--- src/rtl/seg7_bcd_display.sv ---
// 16-bit binary to 4-digit BCD (sequential double-dabble) with multiplexed common-anode 7-segment drive.
// Optional leading-zero blanking is enabled by defining SEG7_LEADING_ZERO_BLANK_EN.
module seg7_bcd_display #(
  parameter int unsigned REFRESH_DIV = 50000
) (
  input  logic        clk,
  input  logic        clr,
  input  logic [15:0] value,
  input  logic        load,
  output logic        busy,
  output logic        ovf,
  output logic [3:0]  an,
  output logic [6:0]  seg,
  output logic        dp
);

  typedef enum logic [1:0] {
    S_IDLE,
    S_CONV,
    S_LATCH
  } state_t;

  state_t      r_state;
  logic [15:0] r_shreg;
  logic [19:0] r_bcd;
  logic [3:0]  r_cnt;
  logic [15:0] r_disp;
  logic        r_ovf;
  logic        r_busy;

  logic [19:0] r_rcnt;
  logic [1:0]  r_idx;
  logic [3:0]  r_an;
  logic [6:0]  r_seg;

  logic [19:0] w_adj;
  logic        w_wrap;
  logic [3:0]  w_nib;
  logic        w_blank;
  logic [6:0]  w_seg_next;

  function automatic logic [6:0] f_decode(input logic [3:0] d);
    case (d)
      4'd0:    f_decode = 7'b1000000;
      4'd1:    f_decode = 7'b1111001;
      4'd2:    f_decode = 7'b0100100;
      4'd3:    f_decode = 7'b0110000;
      4'd4:    f_decode = 7'b0011001;
      4'd5:    f_decode = 7'b0010010;
      4'd6:    f_decode = 7'b0000010;
      4'd7:    f_decode = 7'b1111000;
      4'd8:    f_decode = 7'b0000000;
      4'd9:    f_decode = 7'b0010000;
      default: f_decode = 7'b1111111;
    endcase
  endfunction

  always_comb begin
    w_adj = '0;
    for (int unsigned i = 0; i < 5; i++) begin
      w_adj[4*i +: 4] = (r_bcd[4*i +: 4] >= 4'd5) ? (r_bcd[4*i +: 4] + 4'd3) : r_bcd[4*i +: 4];
    end
  end

  always_ff @(posedge clk) begin
    if (!clr) begin
      r_state <= S_IDLE;
      r_busy  <= 1'b0;
      r_ovf   <= 1'b0;
      r_disp  <= '0;
      r_shreg <= '0;
      r_bcd   <= '0;
      r_cnt   <= '0;
    end else begin
      case (r_state)
        S_IDLE: begin
          if (load) begin
            r_shreg <= value;
            r_bcd   <= '0;
            r_cnt   <= '0;
            r_busy  <= 1'b1;
            r_state <= S_CONV;
          end
        end
        S_CONV: begin
          {r_bcd, r_shreg} <= {w_adj[18:0], r_shreg, 1'b0};
          r_cnt <= r_cnt + 4'd1;
          if (r_cnt == 4'd15) r_state <= S_LATCH;
        end
        S_LATCH: begin
          r_disp  <= r_bcd[15:0];
          r_ovf   <= |r_bcd[19:16];
          r_busy  <= 1'b0;
          r_state <= S_IDLE;
        end
        default: r_state <= S_IDLE;
      endcase
    end
  end

  assign w_wrap = (r_rcnt == 20'(REFRESH_DIV - 1));

  always_comb begin
    w_nib   = r_disp[3:0];
    w_blank = 1'b0;
    case (r_idx)
      2'd1:    w_nib = r_disp[7:4];
      2'd2:    w_nib = r_disp[11:8];
      2'd3:    w_nib = r_disp[15:12];
      default: w_nib = r_disp[3:0];
    endcase
`ifdef SEG7_LEADING_ZERO_BLANK_EN
    case (r_idx)
      2'd1:    w_blank = (r_disp[15:4] == 12'd0);
      2'd2:    w_blank = (r_disp[15:8] == 8'd0);
      2'd3:    w_blank = (r_disp[15:12] == 4'd0);
      default: w_blank = 1'b0;
    endcase
`endif
    if (r_ovf)        w_seg_next = 7'b0111111;
    else if (w_blank) w_seg_next = 7'b1111111;
    else              w_seg_next = f_decode(w_nib);
  end

  // an and seg are loaded together only at a refresh wrap, so a new latch never tears a digit
  always_ff @(posedge clk) begin
    if (!clr) begin
      r_rcnt <= '0;
      r_idx  <= '0;
      r_an   <= 4'b1111;
      r_seg  <= 7'b1111111;
    end else begin
      r_rcnt <= w_wrap ? '0 : (r_rcnt + 20'd1);
      if (w_wrap) begin
        r_idx <= r_idx + 2'd1;
        r_an  <= ~(4'b0001 << r_idx);
        r_seg <= w_seg_next;
      end
    end
  end

  assign busy = r_busy;
  assign ovf  = r_ovf;
  assign an   = r_an;
  assign seg  = r_seg;
  assign dp   = 1'b1;

endmodule
--- config.mk ---
export PLATFORM = sky130hd
export DESIGN_NAME = seg7_bcd_display
export DESIGN_NICKNAME = d
export VERILOG_FILES = /design/src/rtl/seg7_bcd_display.sv
export SDC_FILE = /design/constraint.sdc
export NUM_CORES = 1
export LEC_CHECK = 0
export ABC_CLOCK_PERIOD_IN_PS = 2900
export BUFFER_PORTS_ARGS = -buffer_cell sky130_fd_sc_hd__buf_2
export CORE_MARGIN = 1
export CORE_UTILIZATION = 40
export CTS_CLUSTER_SIZE = 30
export DETAILED_ROUTE_END_ITERATION = 8
export PLACE_DENSITY_LB_ADDON = 0.05
export SLEW_MARGIN = 20
export SYNTH_ARGS = -nofsm -noshare
export SYNTH_HDL_FRONTEND = slang
export SYNTH_SLANG_ARGS = --single-unit
export TNS_END_PERCENT = 10
--- constraint.sdc ---
create_clock -name clk -period 2.9 [get_ports clk]
set_input_delay 0.725 -clock clk [delete_from_list [all_inputs] [get_ports clk]]
set_output_delay 0.725 -clock clk [all_outputs]
set_load 0.02 [all_outputs]
==> flow_summary.ini, run 1 <==
[cells_and_area]
seq_area_um2 = 1862
layout_commonest_cell = dfxtp_1
n_antenna_cell = 0
layout.nets = 537
design_area_um2 = 4812
final_cell_mix = dfxtp_1, nor2_1, nand2_1, buf_2, a21boi_0
n_fill_cell = 1019
multiInputGateArea_um2 = 2203
areaGrowthSynthToFinish_pct = 12.06
drive_gt1_share_pct = 12.75

[global_routing]
grt_usage_pct = 17.00
grt_pass1_wl_um = 15230
antenna_found_initial = 0
grt_max_degree = 35
grt_pass1_vias = 3209
grt.overflow.total = 0

[placement]
placed_area_um2 = 4563
dpl_worst_slack_ns = 0.5650
gp_congestion = 0.7274
port_buffers = 31
hpwl_um = 6013

[floorplan]
die_area_um2 = 11150
top_level_ports = 33
fp.dieW_um = 105.6
coreArea_um2 = 10370
initial_core_util_pct = 41.41
fp.dieH_um = 105.6
std_cell_rows = 37

[timing]
fmax_mhz = 424.3
tightest_slew_ns = 0.7346
rsz0062_at_grt = no
slew_headroom_pct = 51.03
fin_crit_sh_pct = 81.27
setup_tns_ns = 0
period_minus_slack_ns = 2.357
report.final.slew_viol_count = 0
hold_viol = 0
setup_viol_count_final = 0
fin_worst_skew_ns = 0.01041
setup_ws_ns = 0.5432

[cts]
cts_resized = 0
numCtsBuffers = 9
cts_tree = built
clock_sinks = 93
clk-insertion-delay-late_ns = 0.36
h-tree-depth = 3
clock_path_buffers = 2
cts_setup_buffers = 0
clk_pin_slew_ns = 0.09
cts-root-buf = clkbuf_8
postCtsHoldBufs = 0

[setup_path]
reg2reg_depth = 7
cp-startpoint = r_idx[1]
start_kind = flop
critical_path.max_fanout = 8
r2r-end = seg[3]
regToRegSetupSlack_ns = 0.54
crit_type = flop to flop
critPathRequiredTime_ns = 3.15
crit_arrival_ns = 2.60
worstSetupEndpoint = seg[3]
cp-end-kind = flop
reg2reg_from = r_idx[1]

[power_and_ir_drop]
switching_power_uw = 540.7
pwr-share-clk_pct = 42.7
combinationalPowerShare_pct = 5.5
intPower_uw = 1998
p_seq_share_pct = 51.8
leakagePower_uw = 0.001753
pwr_density_cell_nw_per_um2 = 527.7
swShare_pct = 21.30
ir_worst_vdd_uv = 316.0

[detailed_routing]
totalWireLength_um = 8669
drtIter0Drc = 122
wl_per_cell_um = 13.59
ant_nets = 0
drtPass1Iterations = 4
vias = 3267
vias_per_cell = 5.121
drcViolationCount = 0

[logic_synthesis]
synthCells = 476
ys_ff_latch = 93
synth.top_cell.area_share_pct = 43.36
ys.flop_type = dfxtp_1
syn-num-nets = 514
syn_area_per_cell_um2 = 9.021
synthArstFlopShare_pct = 0
synth.distinct_cells = 45
synth-edff-count = 0
synth_area_um2 = 4294
yosysWarningCount = 0
yosys.area.top_type = dfxtp_1
synthTopCellsByArea = dfxtp_1, ha_1, a21boi_0
seq_area_frac_synth_pct = 43.36

[run_status]
status = finished, final reports clean

[hold_path]
hp-class = flop to flop

[run]
max-cap-violations = 0
==> power groups by stage <==
stage          logic [uW]  registers (uW)  clock network [uW]
6_report              141            1310                1080
3_3_place_gp          143            1340                   0
5_1_grt               161            1320                1170
2_1_floorplan        96.3            1340                   0
3_5_place_dp          144            1340                   0
4_1_cts               144            1310                1120
==> how the worst min path moves through the flow <==
stage	from	end	slack (ns)	depth (start not counted)
2_1_floorplan	r_rcnt[0]	r_rcnt[0]	0.43	1
5_1_grt	r_shreg[15]	r_shreg[15]	0.49	2
3_5_place_dp	r_rcnt[0]	r_rcnt[0]	0.45	1
4_1_cts	r_shreg[15]	r_bcd[0]	0.46	2
3_3_place_gp	r_rcnt[0]	r_rcnt[0]	0.44	1
6_report	r_shreg[15]	r_bcd[0]	0.46	2
==> per-stage QoR <==
stage / power [uW] / hold WS [ns] / cells / util [%]
6_report: 2539 / 0.4643 / 638 / 46.40
4_1_cts: 2581 / 0.4639 / 638 / 46.40
3_3_place_gp: 1487 / 0.4438 / 624 / 44.00
3_5_place_dp: 1489 / 0.4487 / 624 / 44.00
2_1_floorplan: 1439 / 0.4257 / 476 / -
5_1_grt: 2648 / 0.4857 / 638 / 46.40
==> area by class of cell <==
cell class / instances / share of cell area, %
Inverter: 26 / 2.028
Clock inverter: 5 / 2.600
Clock buffer: 9 / 2.574
Multi-Input combinational cell: 328 / 45.79
Sequential cell: 93 / 38.69
Tap cell: 136 / 3.536
Timing Repair Buffer: 41 / 4.784
==> logic make-up after synthesis <==
group                    share of synthesized area [%]
AO/OA/AOI/OAI                                    18.24
XOR/XNOR                                         6.119
adder cells (fa/ha/maj)                          5.536
buffers and inverters                            5.390
flip-flops                                       43.36
multiplexers                                     2.943
other                                          0.08733
AND/OR/NAND/NOR                                  18.33
==> flip-flops by register name (all words and copies together), names as in the netlist <==
name     flops
r_state      2
an           4
ovf          1
seg          7
r_cnt        4
r_bcd       20
busy         1
r_idx        2
r_rcnt      20
r_shreg     16
r_disp      16
==> routing by layer <==
metal	GRT usage, %	routed length (um)
met1	22.93	4528
met2	26.64	3712
met3	4.515	315
met4	4.960	112
met5	0	0
==> synth_stat cells, types with 3 or more instances <==
cell type	n
nand2_1	31
a22o_1	17
o22a_1	4
nand3_1	25
o21ai_0	20
dfxtp_1	93
nand4_1	3
buf_4	4
a222oi_1	4
ha_1	19
and3_1	5
mux2_2	5
clkbuf_1	22
o21a_1	7
nor4_1	4
xor2_1	6
xnor2_1	24
and2_1	10
inv_1	26
a21oi_1	6
nor2b_1	5
nor3_1	20
nor2_1	40
a21boi_0	28
mux2i_1	7
nand2b_1	8
a22oi_1	14
==> critical path, cell delays in order, from the launching register on <==
cell      delay (ns)
dfxtp_1         0.38
inv_1           0.09
ha_1            0.23
a222oi_1        0.39
mux2i_1         0.26
o21ai_0         0.37
nand4_4         0.16
o32a_1          0.36
Note: power is estimated with default switching activity, not from simulation.
==> run 2, diff against run 1 <==
ABC_CLOCK_PERIOD_IN_PS = 2000   (was 2900)
clock period = 2 ns   (was 2.9 ns; I/O delays follow)
==> run 2 against run 1 <==
  * Critical path type unchanged
  * Clock power is 49% higher
  * Non-clock buffer count grew 17
  * Combinational power grew 59%
  * Critical endpoint unchanged
  * Sequential power up 45%
  * Clock-buffer cell count is 2 higher
  * The flow now finishes with violations (setup timing)
  * Sequential share of layout area decreased by 1.9 points
  * Maximum frequency up 17%
  * Global-route usage rose by 0.38 points
==> flow_summary.ini, run 2 (synthesized netlist as in run 1, its figures left out) <==
[cts]
clk_pin_slew_ns = 0.08
clk-insertion-delay-late_ns = 0.36
clock_path_buffers = 2
h-tree-depth = 3
cts_tree = built
numCtsBuffers = 9
cts-root-buf = clkbuf_8
clock_sinks = 93

[floorplan]
fp.dieH_um = 105.6
die_area_um2 = 11150
std_cell_rows = 37
coreArea_um2 = 10370
initial_core_util_pct = 41.41
fp.dieW_um = 105.6
top_level_ports = 33

[timing]
setup_viol_count_final = 2
fmax_mhz = 497.4
tightest_slew_ns = 0.6503
rsz0062_at_grt = yes
period_minus_slack_ns = 2.010
slew_headroom_pct = 56.65
fin_crit_sh_pct = 100.5
setup_ws_ns = -0.01046
report.final.slew_viol_count = 0
hold_viol = 0
holdWs_ns = 0.3927
fin_worst_skew_ns = 0.007245

[global_routing]
grt_usage_pct = 17.38
grt_max_degree = 46
antenna_found_initial = 0
grt.overflow.total = 0
grt_pass1_vias = 3262
grt_pass1_wl_um = 15280

[cells_and_area]
top_regs = r_bcd x20, r_rcnt x20
fin_cells = 656
areaGrowthSynthToFinish_pct = 18.07
n_antenna_cell = 0
drive_gt1_share_pct = 18.65
layout.nets = 554
final_cell_mix = dfxtp_1, nor2_1, nand2_1, buf_2, a21boi_0
layout_commonest_cell = dfxtp_1
n_fill_cell = 1007

[setup_path]
crit_type = flop to flop
cp-end-kind = flop
crit_arrival_ns = 2.26
critical_path.max_fanout = 4
start_kind = flop
critPathRequiredTime_ns = 2.25

[placement]
port_buffers = 31
dp.cells = 639
gp_congestion = 0.7116
hpwl_um = 6120
dpl_worst_slack_ns = -0.1462

[power_and_ir_drop]
leakagePower_uw = 0.001854
ir_worst_vdd_uv = 459.1
pwr_density_cell_nw_per_um2 = 737.8
power_uw = 3741

[detailed_routing]
ant_nets = 0
vias_per_cell = 5.120
vias = 3359
drtPass1Iterations = 4
totalWireLength_um = 8813
drtIter0Drc = 93
wl_per_cell_um = 13.43
drcViolationCount = 0

[run_status]
violations = setup timing
status = complete, but fails checks

[hold_path]
hp-class = input pin to flop

[run]
max-cap-violations = 0
-- run 2: cell count changes in the layout (fill, tap and decap cells not counted), sizes merged --
cell / delta
buf: +17
clkinv: -1
clkbuf: +2
-- run 2: final timing paths --
| check | end | startpoint | cells past startpoint | slack, ns |
|---|---|---|---|---|
| worst max-delay path | seg[3] | r_idx[1] | 7 | -0.01 |
| worst min-delay path | r_shreg[0] | value[0] | 3 | 0.39 |
| worst max register to register | seg[3] | r_idx[1] | 7 | -0.01 |
| worst min register to register | r_shreg[6] | r_shreg[6] | 2 | 0.46 |
-- run 2: final cells by class --
type | instances | area (um^2) | area share (%)
clock buffer | 11 | 141.4 | 2.789
clock inverter | 4 | 120.1 | 2.369
inverter | 26 | 97.59 | 1.925
multi-input combinational | 328 | 2258 | 44.55
sequential | 93 | 1867 | 36.82
tap | 136 | 170.2 | 3.356
timing repair buffer | 58 | 415.4 | 8.193
-- run 2: repair_timing --
| action | 4_1_cts | 5_1_grt |
|---|---|---|
| gates resized for setup | 17 | 3 |
| hold buffers | 0 | 0 |
| pin swaps | 5 | 5 |
| endpoints found under the setup margin | 13 | 17 |
| buffers inserted | 2 | 0 |
-- run 2: per-layer routing --
metal | vias to the layer above | global-route usage (%) | part of all wire, %
met1 | 1564 | 22.14 | 49
li1 | 1737 | - | -
met4 | 0 | 8.135 | 2.0
met5 | - | 0 | 0
met3 | 13 | 3.463 | 3.2
met2 | 45 | 28.24 | 46
-- run 2: through the flow --
| stage | TNS (ns) | util [%] | area, um^2 |
|---|---|---|---|
| floorplan | -0.02149 | - | 4305 |
| global placement | -0.06486 | 45.68 | 4737 |
| detailed placement | -0.6450 | 45.68 | 4737 |
| CTS | -0.01770 | 48.85 | 5066 |
| global route | -0.5411 | 48.89 | 5070 |
| finish | -0.01472 | 48.89 | 5070 |
-- run 2: critical path, stage by stage (launching register included) --
cell,delay [ns]
dfxtp_2,0.34
buf_4,0.13
ha_4,0.16
a222oi_1,0.41
mux2i_2,0.18
ha_2,0.37
nor3b_1,0.05
o32a_1,0.27
-- run 2: report_power, final --
part	switching [uW]	internal (uW)
clock	627	985
sequential	20.8	1880
combinational	136	88.1
total	784	2960
==> run 3, diff against run 2 <==
ABC_CLOCK_PERIOD_IN_PS = 2100   (was 2000)
CORE_ASPECT_RATIO = 1.5   (was unset)
clock period = 2.1 ns   (was 2 ns; I/O delays follow)
==> run 3 against run 2 <==
  * The run now ends clean
  * Utilization down 0.68 points
  * Worst hold slack better by 0.042 ns
  * Global-route usage down 0.075 points
  * Cell count is 1.2% higher
  * Sequential power decreased by 4%
  * Clock power grew 6%
  * Maximum frequency is 1.5% lower
  * Final area increased by 0.15%
  * Combinational power down 4%
  * Highest routed layer unchanged
==> flow_summary.ini, run 3 (synthesized netlist as in run 1, its figures left out) <==
[hold_path]
hp-class = input pin to flop
hold_depth = 3

[timing]
setup_tns_ns = 0
fmax_mhz = 490.0
setup_viol_count_final = 0
fin_worst_skew_ns = 0.005633
period_minus_slack_ns = 2.041
hold_viol = 0
fin_crit_sh_pct = 97.17
setup_ws_ns = 0.05934
report.final.slew_viol_count = 0
slew_headroom_pct = 61.57
tightest_slew_ns = 0.5765

[cts]
cts-root-buf = clkbuf_16
cts_tree = built
clk-insertion-delay-late_ns = 0.34
h-tree-depth = 3
numCtsBuffers = 9
clock_path_buffers = 2
cts_setup_buffers = 0
clk_pin_slew_ns = 0.06
clock_sinks = 93

[setup_path]
start_kind = flop
crit_type = flop to flop
max_stage_delay_ns = 0.50
critical_path.slowest_cell = or4b_1
crit_arrival_ns = 2.27
critPathRequiredTime_ns = 2.32
critical_path.max_fanout = 5
cp-end-kind = flop
reg2reg_depth = 5
path_cells = or4b_1 > nor4_1 > and4_2 > nand4_4 > o32a_1

[detailed_routing]
vias = 3355
ant_nets = 0
drtIter0Drc = 87
drcViolationCount = 0
wl_per_cell_um = 13.46
vias_per_cell = 5.053
totalWireLength_um = 8940
drtPass1Iterations = 5

[placement]
placed_area_um2 = 4718
hpwl_um = 6572
gp_congestion = 0.7075
dpl_worst_slack_ns = -0.03556
dp.cells = 648
port_buffers = 31

[cells_and_area]
fin_util_pct = 48.21
top_regs = r_bcd x20, r_rcnt x20
n_antenna_cell = 0
layout_commonest_cell = dfxtp_1
final_cell_mix = dfxtp_1, nor2_1, nand2_1, buf_2, a21boi_0
layout.nets = 553
drive_gt1_share_pct = 17.88
n_fill_cell = 1045
design_area_um2 = 5077
areaGrowthSynthToFinish_pct = 18.24
fin_cells = 664

[global_routing]
grt_usage_pct = 17.31
antenna_found_initial = 0
grt_pass1_vias = 3268
grt_pass1_wl_um = 15010
grt_max_degree = 25
grt.overflow.total = 0

[power_and_ir_drop]
leakagePower_uw = 0.001862
pwr_density_cell_nw_per_um2 = 735.8
ir_worst_vdd_uv = 387.3

[run]
max-cap-violations = 0

[floorplan]
die_area_um2 = 11160
fp.dieW_um = 86.60
std_cell_rows = 46
top_level_ports = 33
initial_core_util_pct = 40.77
fp.dieH_um = 128.9
coreArea_um2 = 10530

[run_status]
status = finished, final reports clean
run 3: report_power, final:
| group | internal [uW] | switching, uW | total (uW) | leakage, uW |
|---|---|---|---|---|
| combinational | 86.8 | 129 | 216 | 0.000952 |
| sequential | 1800 | 19.6 | 1820 | 0.000755 |
| clock | 1020 | 680 | 1700 | 0.000155 |
run 3: per-stage QoR:
stage | power (uW) | hold slack (ns)
floorplan | 1987 | 0.4257
global placement | 2076 | 0.4448
detailed placement | 2078 | 0.4498
CTS | 3804 | 0.4271
global route | 3906 | 0.4331
finish | 3736 | 0.4346
run 3: cell type report:
type | count | area, um^2 | share of cell area, %
Timing Repair Buffer | 57 | 375.4 | 7.393
Clock buffer | 12 | 266.5 | 5.249
Clock inverter | 4 | 55.05 | 1.084
Tap cell | 144 | 180.2 | 3.549
Multi-Input combinational cell | 328 | 2236 | 44.04
Inverter | 26 | 97.59 | 1.922
Sequential cell | 93 | 1867 | 36.77
run 3: worst paths after layout:
check / end / slack, ns / from
worst max-delay path: seg[3] / 0.06 / r_rcnt[10]
worst min-delay path: r_shreg[0] / 0.43 / value[0]
worst max register to register: seg[3] / 0.06 / r_rcnt[10]
worst min register to register: r_bcd[0] / 0.46 / r_shreg[15]
run 3: per-layer routing:
| layer | vias up | track usage, % | wire, um |
|---|---|---|---|
| li1 | 1735 | - | - |
| met5 | - | 0 | 0 |
| met1 | 1579 | 18.62 | 3807 |
| met2 | 35 | 32.35 | 4796 |
| met4 | 0 | 6.765 | 108 |
| met3 | 6 | 3.849 | 228 |
run 3: worst max-delay path: cells and delay by family (launching register included):
family | cells | cell delay (ns)
compound gates | 1 | 0.36
flops | 1 | 0.34
simple gates | 4 | 1.24
run 3: what timing repair did:
| action | 4_1_cts | 5_1_grt |
|---|---|---|
| hold buffers | 0 | 0 |
| pin swaps | 2 | 1 |
| endpoints found under the setup margin | 1 | 7 |
| gates resized for setup | 1 | 12 |
